File: config.mk
export PLATFORM = sky130hd
export DESIGN_NAME = reg_pc_unit
export DESIGN_NICKNAME = d
export VERILOG_FILES = /design/src/rtl/reg_pc_unit_pkg.sv /design/src/rtl/reg_pc_unit_half.sv /design/src/rtl/reg_pc_unit.sv
export SDC_FILE = /design/constraint.sdc
export NUM_CORES = 1
export LEC_CHECK = 0
export ABC_AREA = 0
export BUFFER_PORTS_ARGS = -buffer_cell sky130_fd_sc_hd__buf_2
export CORE_AREA = 2 2 71 73
export CTS_CLUSTER_SIZE = 10
export DETAILED_ROUTE_END_ITERATION = 8
export DIE_AREA = 0 0 73 75
export MAX_ROUTING_LAYER = met4
export REMOVE_ABC_BUFFERS = 1
export SLEW_MARGIN = 10
export SYNTH_ARGS = -nofsm -noshare
export SYNTH_HDL_FRONTEND = slang
export SYNTH_SLANG_ARGS = --single-unit
File: constraint.sdc
create_clock -name clk -period 2.3 [get_ports clk]
set_input_delay 0.345 -clock clk [delete_from_list [all_inputs] [get_ports clk]]
set_output_delay 0.345 -clock clk [all_outputs]
set_load 0.05 [all_outputs]
File: src/rtl/reg_pc_unit_pkg.sv
// ----------------------------------------------------------------------------
//  reg_pc_unit_pkg : vector constants and shared types for the 6502 PC unit
//  Revision 1.0
// ----------------------------------------------------------------------------
`default_nettype none

package reg_pc_unit_pkg;

   localparam int          PC_HALF_W_DEF = 8;
   localparam logic [15:0] VEC_NMI       = 16'hFFFA;
   localparam logic [15:0] VEC_RESET     = 16'hFFFC;
   localparam logic [15:0] VEC_IRQ       = 16'hFFFE;

   typedef enum logic {
      DB_SRC_PCL = 1'b0,
      DB_SRC_PCH = 1'b1
   } db_src_e;

endpackage : reg_pc_unit_pkg

`default_nettype wire

File: src/rtl/reg_pc_unit_half.sv
// ----------------------------------------------------------------------------
//  pc_half : one PC half - register, source mux, +cin incrementer, carry-out
//  Revision 1.0
// ----------------------------------------------------------------------------
`default_nettype none

module pc_half #(
   parameter int               W       = 8,
   parameter logic [W-1:0]     RST_VAL = '0
) (
   input  logic         clk,
   input  logic         rst_n,
   input  logic         en,
   input  logic         load,
   input  logic [W-1:0] load_data,
   input  logic         cin,
   output logic [W-1:0] q,
   output logic         cout
);

   logic [W-1:0] src;
   logic [W-1:0] nxt;

   assign src  = load ? load_data : q;
   assign nxt  = src + {{(W-1){1'b0}}, cin};
   // Carry leaves this half only when the selected source is all-ones.
   assign cout = cin & (&src);

   always_ff @(posedge clk or negedge rst_n) begin
      if (!rst_n) begin
         q <= RST_VAL;
      end else if (en) begin
         q <= nxt;
      end
   end

endmodule : pc_half

`default_nettype wire

File: src/rtl/reg_pc_unit.sv
// ----------------------------------------------------------------------------
//  reg_pc_unit : clocked 6502 program counter with optional split carry
//  Revision 1.0
// ----------------------------------------------------------------------------
`default_nettype none

module reg_pc_unit
   import reg_pc_unit_pkg::*;
#(
   parameter int                      HALF_W       = PC_HALF_W_DEF,
   parameter logic [2*HALF_W-1:0]     RESET_VECTOR = (2*HALF_W)'(VEC_RESET),
   parameter bit                      SPLIT_CARRY  = 1'b1
) (
   input  logic                  clk,
   input  logic                  rst_n,
   input  logic                  pc_write,
   input  logic                  inc,
   input  logic                  adl_load,
   input  logic                  adh_load,
   input  logic [HALF_W-1:0]     adl_data,
   input  logic [HALF_W-1:0]     adh_data,
   input  logic                  db_en,
   input  logic                  db_sel_pch,
   input  logic                  adl_en,
   input  logic                  adh_en,
   output logic [HALF_W-1:0]     db_bus,
   output logic [HALF_W-1:0]     adl_bus,
   output logic [HALF_W-1:0]     adh_bus,
   output logic [2*HALF_W-1:0]   pc_out,
   output logic                  carry_pending
);

   logic [HALF_W-1:0] pcl;
   logic [HALF_W-1:0] pch;
   logic              c_lo;
   logic              hi_cin;
   logic              pch_cout_unused;
   db_src_e           db_src;

   pc_half #(
      .W       (HALF_W),
      .RST_VAL (RESET_VECTOR[HALF_W-1:0])
   ) u_pcl (
      .clk       (clk),
      .rst_n     (rst_n),
      .en        (pc_write),
      .load      (adl_load),
      .load_data (adl_data),
      .cin       (inc),
      .q         (pcl),
      .cout      (c_lo)
   );

   pc_half #(
      .W       (HALF_W),
      .RST_VAL (RESET_VECTOR[2*HALF_W-1:HALF_W])
   ) u_pch (
      .clk       (clk),
      .rst_n     (rst_n),
      .en        (pc_write),
      .load      (adh_load),
      .load_data (adh_data),
      .cin       (hi_cin),
      .q         (pch),
      .cout      (pch_cout_unused)
   );

   generate
      if (SPLIT_CARRY) begin : g_split
         logic pend;

         // A fresh page load discards the carry owed to the old page.
         assign hi_cin = pend & ~adh_load;

         always_ff @(posedge clk or negedge rst_n) begin
            if (!rst_n) begin
               pend <= 1'b0;
            end else if (pc_write) begin
               pend <= c_lo;
            end
         end

         assign carry_pending = pend;
      end else begin : g_same
         assign hi_cin        = c_lo;
         assign carry_pending = 1'b0;
      end
   endgenerate

   assign db_src  = db_src_e'(db_sel_pch);
   assign db_bus  = !db_en  ? '0 : ((db_src == DB_SRC_PCH) ? pch : pcl);
   assign adl_bus = adl_en  ? pcl : '0;
   assign adh_bus = adh_en  ? pch : '0;
   assign pc_out  = {pch, pcl};

endmodule : reg_pc_unit

`default_nettype wire

==> out/summary.txt, run 1 <==
status: finished clean
TritonRoute pass-1 iters: 4
critical path cell sequence: mux2_2, ha_1, nand4_1, a222oi_1, xnor2_1, o2111ai_1
Critical Path Max Stage Delay: 560 ps
Final Routed Wirelength: 4610 um
Max Freq: 498 MHz
worst hold path class: input pin to async pin
Synthesis Warnings: 0
mux contribution to synthesized area: 0.133
first-pass GRT wire length: 7570 um
starting DRC count in detailed routing: 104
Critical Path RT: 2470 ps
post-synthesis adder-cell area fraction: 0.0314
Rel. slew slack: 0.705
Total GRT Usage: 0.183
largest buffer count on any clock path: 2
share of cells above drive strength 1: 0.394
Post-synth ARST share: 1.00
DR vias/cell: 5.44
mapped cell area: 1590 sq um
Max Cap Viol: 0
clock-pin slew on the worst setup and hold paths: 70 ps
Top Ports: 67
total power: 0.00148 W
worst setup margin: 293 ps
met1 global-route usage: 0.235
number of remaining DRC errors: 0
Worst VDD drop: 0.335 mV
met3 usage: 0.0147
post-synthesis compound-gate area fraction: 0.184
Initial Utilization: 0.342
die height: 75 um
synth-to-layout area growth: 26.6%
Die ar.: 5480 sq um
reg2reg setup slack: 290 ps
# setup viols final: 0
CTS H-Tree Depth: 1
CP endpoint kind: register
end-of-flow core utilization: 0.433
CTS tree: done
Post-synth EDFFs: 0
Yosys reg bits: 17
Arrival @ worst endpoint: 2180 ps
Post-CTS Setup Bufs: 0
Rows: 25
power per cell area: 734 nW/um^2
Post-Synth Simple-Gate Area: 0.294
DRT antenna net count: 0
largest net degree at the start of global routing: 26
Chip Width: 73 um
Crit Path Max Fanout: 5
fin nets: 282
most used flip-flop cell after synthesis: dfstp_2
Post-CTS Resized: 0
Routed WL per cell: 15.1 um
register area share after synthesis: 0.278
Slew Limit Fails: 0
cts hold-fix bufs: 0
PortBufs: 66
gr busiest metal: met2
Startpoint Class: register
Fin Hold WS: 16.6 ps
Num CTS Buffers: 3
synth unique cells: 50
CP max stage cell: dfstp_2
Syn Area/Cell: 8.57 sq um
antenna violations before repair: 0
minimum clock period after layout: 2010 ps
Synth Area in XOR/XNOR: 0.0440
ANT cells: 0
Root Buffer: clkbuf_8
Syn Inst Count: 186
vias in the first global route: 1,540
core area: 4660 sq um
RSZ-0062 raised after global routing: false
GPL Wtd Cong: 0.877
final setup skew: 3.12 ps
largest family of logic cells by synthesized area: simple AND/OR/NAND/NOR gates
final hold vios: 0
WS Path Type: register to register
M2 GR Usage: 0.310
CTS sink count: 17
Slew @ Worst Pin: 442 ps
worst slack, placed: 258 ps
post-route setup TNS: 0 ps
vias post-DR: 1,658
later-pin clock latency in the skew report: 250 ps
period utilisation layout: 0.873
Leakage: 0.947 nW
grt ovf: 0
HPWL Detailed: 3630 um
## per-layer routing
| metal | share of wire | vias up | wire length, um |
|---|---|---|---|
| met3 | 0.036 | 4 | 168 |
| met1 | 0.47 | 783 | 2150 |
| li1 | - | 827 | - |
| met4 | 0.0074 | 0 | 34 |
| met2 | 0.49 | 44 | 2260 |
| met5 | 0 | - | 0 |
## logic make-up after synthesis
group,Yosys count
mux,20
buf+inv,13
fa+ha+maj,4
compound gates,41
simple gates,83
flops,17
xor+xnor,8
## cell type report
cell class | instances | area (sq um)
multi-input combinational | 156 | 1090
timing repair buffer | 68 | 345
inverter | 6 | 22.5
tap | 54 | 67.6
fill | 469 | 2640
sequential | 17 | 443
clock buffer | 4 | 45.0
## Yosys cell counts (2+ instances only)
library cell | number | area [sq um]
and2_1 | 16 | 100
nand2_1 | 15 | 56.3
dfstp_2 | 14 | 368
mux2i_1 | 11 | 110
nor2_1 | 11 | 41.3
mux2_2 | 9 | 101
nor2b_1 | 9 | 56.3
a21oi_1 | 8 | 40.0
nand3_1 | 8 | 40.0
xnor2_1 | 7 | 61.3
nand4_1 | 6 | 37.5
o21ai_0 | 6 | 30.0
clkbuf_1 | 5 | 18.8
inv_1 | 5 | 18.8
a211oi_1 | 4 | 30.0
and3_1 | 4 | 25.0
ha_1 | 4 | 50.1
a221oi_1 | 3 | 26.3
dfrtp_1 | 3 | 75.1
nand3b_1 | 3 | 22.5
a22o_1 | 2 | 17.5
buf_4 | 2 | 15.0
nand2b_1 | 2 | 12.5
o2111ai_1 | 2 | 17.5
o311ai_0 | 2 | 17.5
## registers in the layout, indices dropped and copies added (netlist names)
signal         flops
carry_pending      1
u_pch.q            8
u_pcl.q            8
## critical path, delay by kind of cell, from the launching register on
family	cells	cell delay, ps
flip-flops	1	560
XOR/XNOR	1	140
adder cells (fa/ha/maj)	1	200
AND/OR/NAND/NOR	1	230
AO/OA/AOI/OAI	2	640
multiplexers	1	150
## layout by cell type, fill, tap and decap left out, types with 2 or more instances in the layout
cell / instances
dfstp_2: 14
mux2_2: 9
nand3_1: 8
a21oi_1: 8
buf_2: 66
a211oi_1: 4
dfrtp_1: 3
nand2b_1: 2
clkbuf_8: 3
nor2_1: 11
xnor2_1: 7
a221oi_1: 3
mux2i_1: 11
nand4_1: 6
inv_1: 5
o2111ai_1: 2
o21ai_0: 6
ha_1: 4
nand2_1: 15
buf_4: 2
nor2b_1: 9
a22o_1: 2
and3_1: 4
o311ai_0: 2
nand3b_1: 3
and2_1: 16
## worst paths after layout
path / start / end / depth (start not counted)
max reg2reg: u_pch.q[0] / u_pch.q[7] / 6
min in group clk: adl_data[7] / u_pcl.q[7] / 3
min: rst_n / u_pcl.q[0] / 1
min reg2reg: u_pcl.q[7] / u_pcl.q[7] / 2
max in group asynchronous: rst_n / u_pch.q[0] / 1
max: u_pch.q[0] / u_pch.q[7] / 6
## through the flow
stage / instances / area [sq um]
finish: 305 / 2020
detailed placement: 301 / 1970
global route: 305 / 2020
CTS: 305 / 2020
global placement: 301 / 1970
floorplan: 179 / 1560
## power breakdown
part	switching (W)	internal (W)
combinational	0.000561	0.000215
sequential	0.000100	0.000386
clock	0.0000972	0.000123
total	0.000758	0.000724
Power figures use the tool's default switching activity.
==> inputs of run 2 (changes only) <==
- CAP_MARGIN: unset -> 20
- CELL_PAD_IN_SITES_DETAIL_PLACEMENT: unset -> 1
- CELL_PAD_IN_SITES_GLOBAL_PLACEMENT: unset -> 1
- CORE_AREA: 2 2 71 73 -> 2 2 72 74
- DIE_AREA: 0 0 73 75 -> 0 0 74 76
- PLACE_DENSITY_LB_ADDON: unset -> 0.1
==> out/summary.txt, run 2 (synthesized netlist as in run 1, its figures left out) <==
status: finished clean
Max Freq: 497 MHz
commonest non-fill, non-tap cells in the layout: buf_2, and2_1, nand2_1, dfstp_2
Die ar.: 5620 sq um
DR vias/cell: 5.24
post-route setup TNS: 0 ps
Slew Limit Fails: 0
reg2reg setup slack: 290 ps
synth-to-layout area growth: 28.9%
share of cells above drive strength 1: 0.403
TritonRoute pass-1 iters: 4
total power: 0.00151 W
power per cell area: 733 nW/um^2
fin nets: 284
later-pin clock latency in the skew report: 260 ps
commonest non-fill, non-tap cell in the layout: buf_2
CTS tree: done
# setup viols final: 0
RSZ-0062 raised after global routing: false
Rows: 26
GPL Wtd Cong: 0.820
CTS H-Tree Depth: 1
Final Routed Wirelength: 5220 um
Max Cap Viol: 0
met1 global-route usage: 0.260
Fill cells: 615
ANT cells: 0
Leakage: 0.958 nW
final hold vios: 0
Crit Path Max Fanout: 5
cts hold-fix bufs: 0
die height: 76 um
Startpoint Class: register
end-of-flow core utilization: 0.418
Post-CTS Resized: 0
final setup skew: 7.40 ps
first-pass GRT wire length: 8600 um
CP startpoint: u_pch.q[0]
Worst VDD drop: 0.342 mV
largest buffer count on any clock path: 2
Initial Utilization: 0.325
CTS sink count: 17
Root Buffer: clkbuf_8
Rel. slew slack: 0.681
clock-pin slew on the worst setup and hold paths: 70 ps
core area: 4910 sq um
minimum clock period after layout: 2010 ps
Critical Path RT: 2480 ps
DRT antenna net count: 0
Reg-to-Reg Start: u_pch.q[0]
vias in the first global route: 1,657
Num CTS Buffers: 3
grt ovf: 0
Post-CTS Setup Bufs: 0
Top Ports: 67
Chip Width: 74 um
M2 GR Usage: 0.331
period utilisation layout: 0.874
HPWL Detailed: 4030 um
CP endpoint kind: register
Arrival @ worst endpoint: 2190 ps
Slew @ Worst Pin: 479 ps
PortBufs: 66
Total GRT Usage: 0.200
gr busiest metal: met2
largest net degree at the start of global routing: 26
worst hold path class: input pin to async pin
WS Path Type: register to register
met3 usage: 0.0159
number of remaining DRC errors: 0
vias post-DR: 1,691
Routed WL per cell: 16.2 um
antenna violations before repair: 0
starting DRC count in detailed routing: 61
## run 2: cell count changes in the layout (fill, tap and decap cells not counted)
cell / before / now
clkinv_2: 0 / 1
clkbuf_1: 1 / 0
buf_4: 2 / 4
## run 2: critical path: stages, from the launching register on
cell and delay, ps:
dfstp_2 570, mux2_2 150, ha_1 200, nand4_1 230, a222oi_1 440, xnor2_1 140
o2111ai_1 210
## run 2: area by class of cell
class,count,area [sq um],area share
clock inverter,1,5.00,0.00244
multi-input combinational,156,1090,0.533
sequential,17,443,0.216
inverter,6,22.5,0.0110
tap,70,87.6,0.0426
timing repair buffer,70,360,0.175
clock buffer,3,41.3,0.0201
## run 2: path summary, 6_finish.rpt
| kind | endpoint | cells after the start |
|---|---|---|
| min in group clk | u_pcl.q[7] | 3 |
| max reg2reg | u_pch.q[7] | 6 |
| min reg2reg | u_pch.q[2] | 2 |
| max | u_pch.q[7] | 6 |
| max in group asynchronous | u_pch.q[1] | 1 |
| min | u_pcl.q[1] | 1 |
## run 2: metal layers
metal,vias to the layer above,part of all wire
met5,-,0
met4,0,0.020
met3,10,0.032
met2,42,0.51
met1,805,0.44
li1,834,-
## run 2: metrics by stage
step	worst slack, ps	hold WS, ps	cell area (sq um)	cells
3_5_place_dp	257	305	2010	319
6_report	289	11.5	2050	323
2_1_floorplan	230	49.4	1560	179
3_3_place_gp	290	309	2010	319
4_1_cts	282	29.6	2050	323
5_1_grt	163	33.3	2050	323
## run 2: power by group
group,switching (W),leakage [nW],total [W],internal [W]
logic,0.000563,0.748,0.000779,0.000216
clock network,0.000114,0.0255,0.000235,0.000121
registers,0.000107,0.184,0.000493,0.000386
total,0.000784,0.958,0.00151,0.000723
==> inputs of run 3 (changes only) <==
- RECOVER_POWER: unset -> 25
==> out/summary.txt, run 3 (synthesized netlist as in run 1, its figures left out) <==
status: finished clean
Final Routed Wirelength: 5230 um
worst hold path class: input pin to async pin
CTS tree: done
HPWL Detailed: 4030 um
final hold vios: 0
power per cell area: 733 nW/um^2
grt ovf: 0
GPL Wtd Cong: 0.820
Critical Path End: u_pch.q[7]
Worst VDD drop: 0.342 mV
CTS H-Tree Depth: 1
first-pass GRT wire length: 8600 um
Critical Path Max Stage Delay: 590 ps
R2R depth: 6
Crit Path Max Fanout: 5
# setup viols final: 0
Initial Utilization: 0.325
starting DRC count in detailed routing: 61
Slew Limit Fails: 0
Critical Path RT: 2480 ps
CP max stage cell: dfstp_1
later-pin clock latency in the skew report: 260 ps
DR vias/cell: 5.21
commonest non-fill, non-tap cells in the layout: buf_2, and2_1, nand2_1, dfstp_2
Rel. slew slack: 0.343
die height: 76 um
Startpoint Class: register
synth-to-layout area growth: 28.8%
Rows: 26
largest buffer count on any clock path: 2
Top Ports: 67
antenna violations before repair: 0
Die ar.: 5620 sq um
Leakage: 0.954 nW
Max Freq: 487 MHz
core area: 4910 sq um
Chip Width: 74 um
TritonRoute pass-1 iters: 4
PortBufs: 66
Post-CTS Setup Bufs: 0
Total GRT Usage: 0.200
Num CTS Buffers: 3
number of remaining DRC errors: 0
FF-to-FF End: u_pch.q[7]
worst slack, placed: 257 ps
ANT cells: 0
vias post-DR: 1,684
cts hold-fix bufs: 0
Arrival @ worst endpoint: 2240 ps
critical path cell sequence: mux2_2, ha_1, nand4_1, a222oi_1, xnor2_1, o2111ai_1
Post-CTS Resized: 0
critical path depth: 6
RSZ-0062 raised after global routing: false
largest net degree at the start of global routing: 26
fin nets: 284
Reg-to-Reg Start: u_pch.q[0]
commonest non-fill, non-tap cell in the layout: buf_2
Routed WL per cell: 16.2 um
Max Cap Viol: 0
post-route setup TNS: 0 ps
Root Buffer: clkbuf_8
CP startpoint: u_pch.q[0]
Slew @ Worst Pin: 986 ps
worst setup margin: 246 ps
clock-pin slew on the worst setup and hold paths: 80 ps
CP endpoint kind: register
CTS sink count: 17
final setup skew: 7.47 ps
minimum clock period after layout: 2050 ps
period utilisation layout: 0.893
WS Path Type: register to register
Worst Path Buf+Inv: 0
reg2reg setup slack: 250 ps
cell family with most CP delay: compound AO/OA/AOI/OAI gates
vias in the first global route: 1,657
DRT antenna net count: 0
share of cells above drive strength 1: 0.395
[run 3: through the flow]
step                total power (W)  cell area, sq um  hold WS [ps]   util  std cells
global route                0.00159              2050           292  0.418        323
global placement            0.00128              2010           309  0.409        319
finish                      0.00151              2050           223  0.418        323
detailed placement          0.00128              2010           305  0.409        319
floorplan                   0.00104              1560          49.4      -        179
CTS                         0.00152              2050          29.6  0.418        323
[run 3: per-layer routing]
layer	vias up	wire [um]	GRT usage
met5	-	0	-
met4	0	99	0.0545
met3	8	137	0.0159
met2	33	2660	0.331
met1	808	2340	0.260
li1	835	-	-
[run 3: cell type report]
| cell class | count | area [sq um] |
|---|---|---|
| Fill cell | 616 | 2860 |
| Multi-Input combinational cell | 156 | 1090 |
| Sequential cell | 17 | 443 |
| Timing Repair Buffer | 70 | 359 |
| Tap cell | 70 | 87.6 |
| Clock buffer | 3 | 41.3 |
| Inverter | 6 | 22.5 |
| Clock inverter | 1 | 5.00 |
[run 3: how the worst min path moves through the flow]
| stage | end | slack (ps) | cells after the start | from |
|---|---|---|---|---|
| 6_report | u_pcl.q[1] | 220 | 1 | rst_n |
| 5_1_grt | u_pcl.q[1] | 290 | 1 | rst_n |
| 4_1_cts | u_pcl.q[1] | 30 | 1 | rst_n |
| 3_5_place_dp | u_pcl.q[1] | 300 | 1 | rst_n |
| 3_3_place_gp | u_pcl.q[1] | 310 | 1 | rst_n |
| 2_1_floorplan | carry_pending | 50 | 0 | rst_n |
[run 3: where the power goes]
group	internal [W]	switching [W]
Clock	0.000121	0.000114
Combinational	0.000216	0.000563
Sequential	0.000384	0.000107
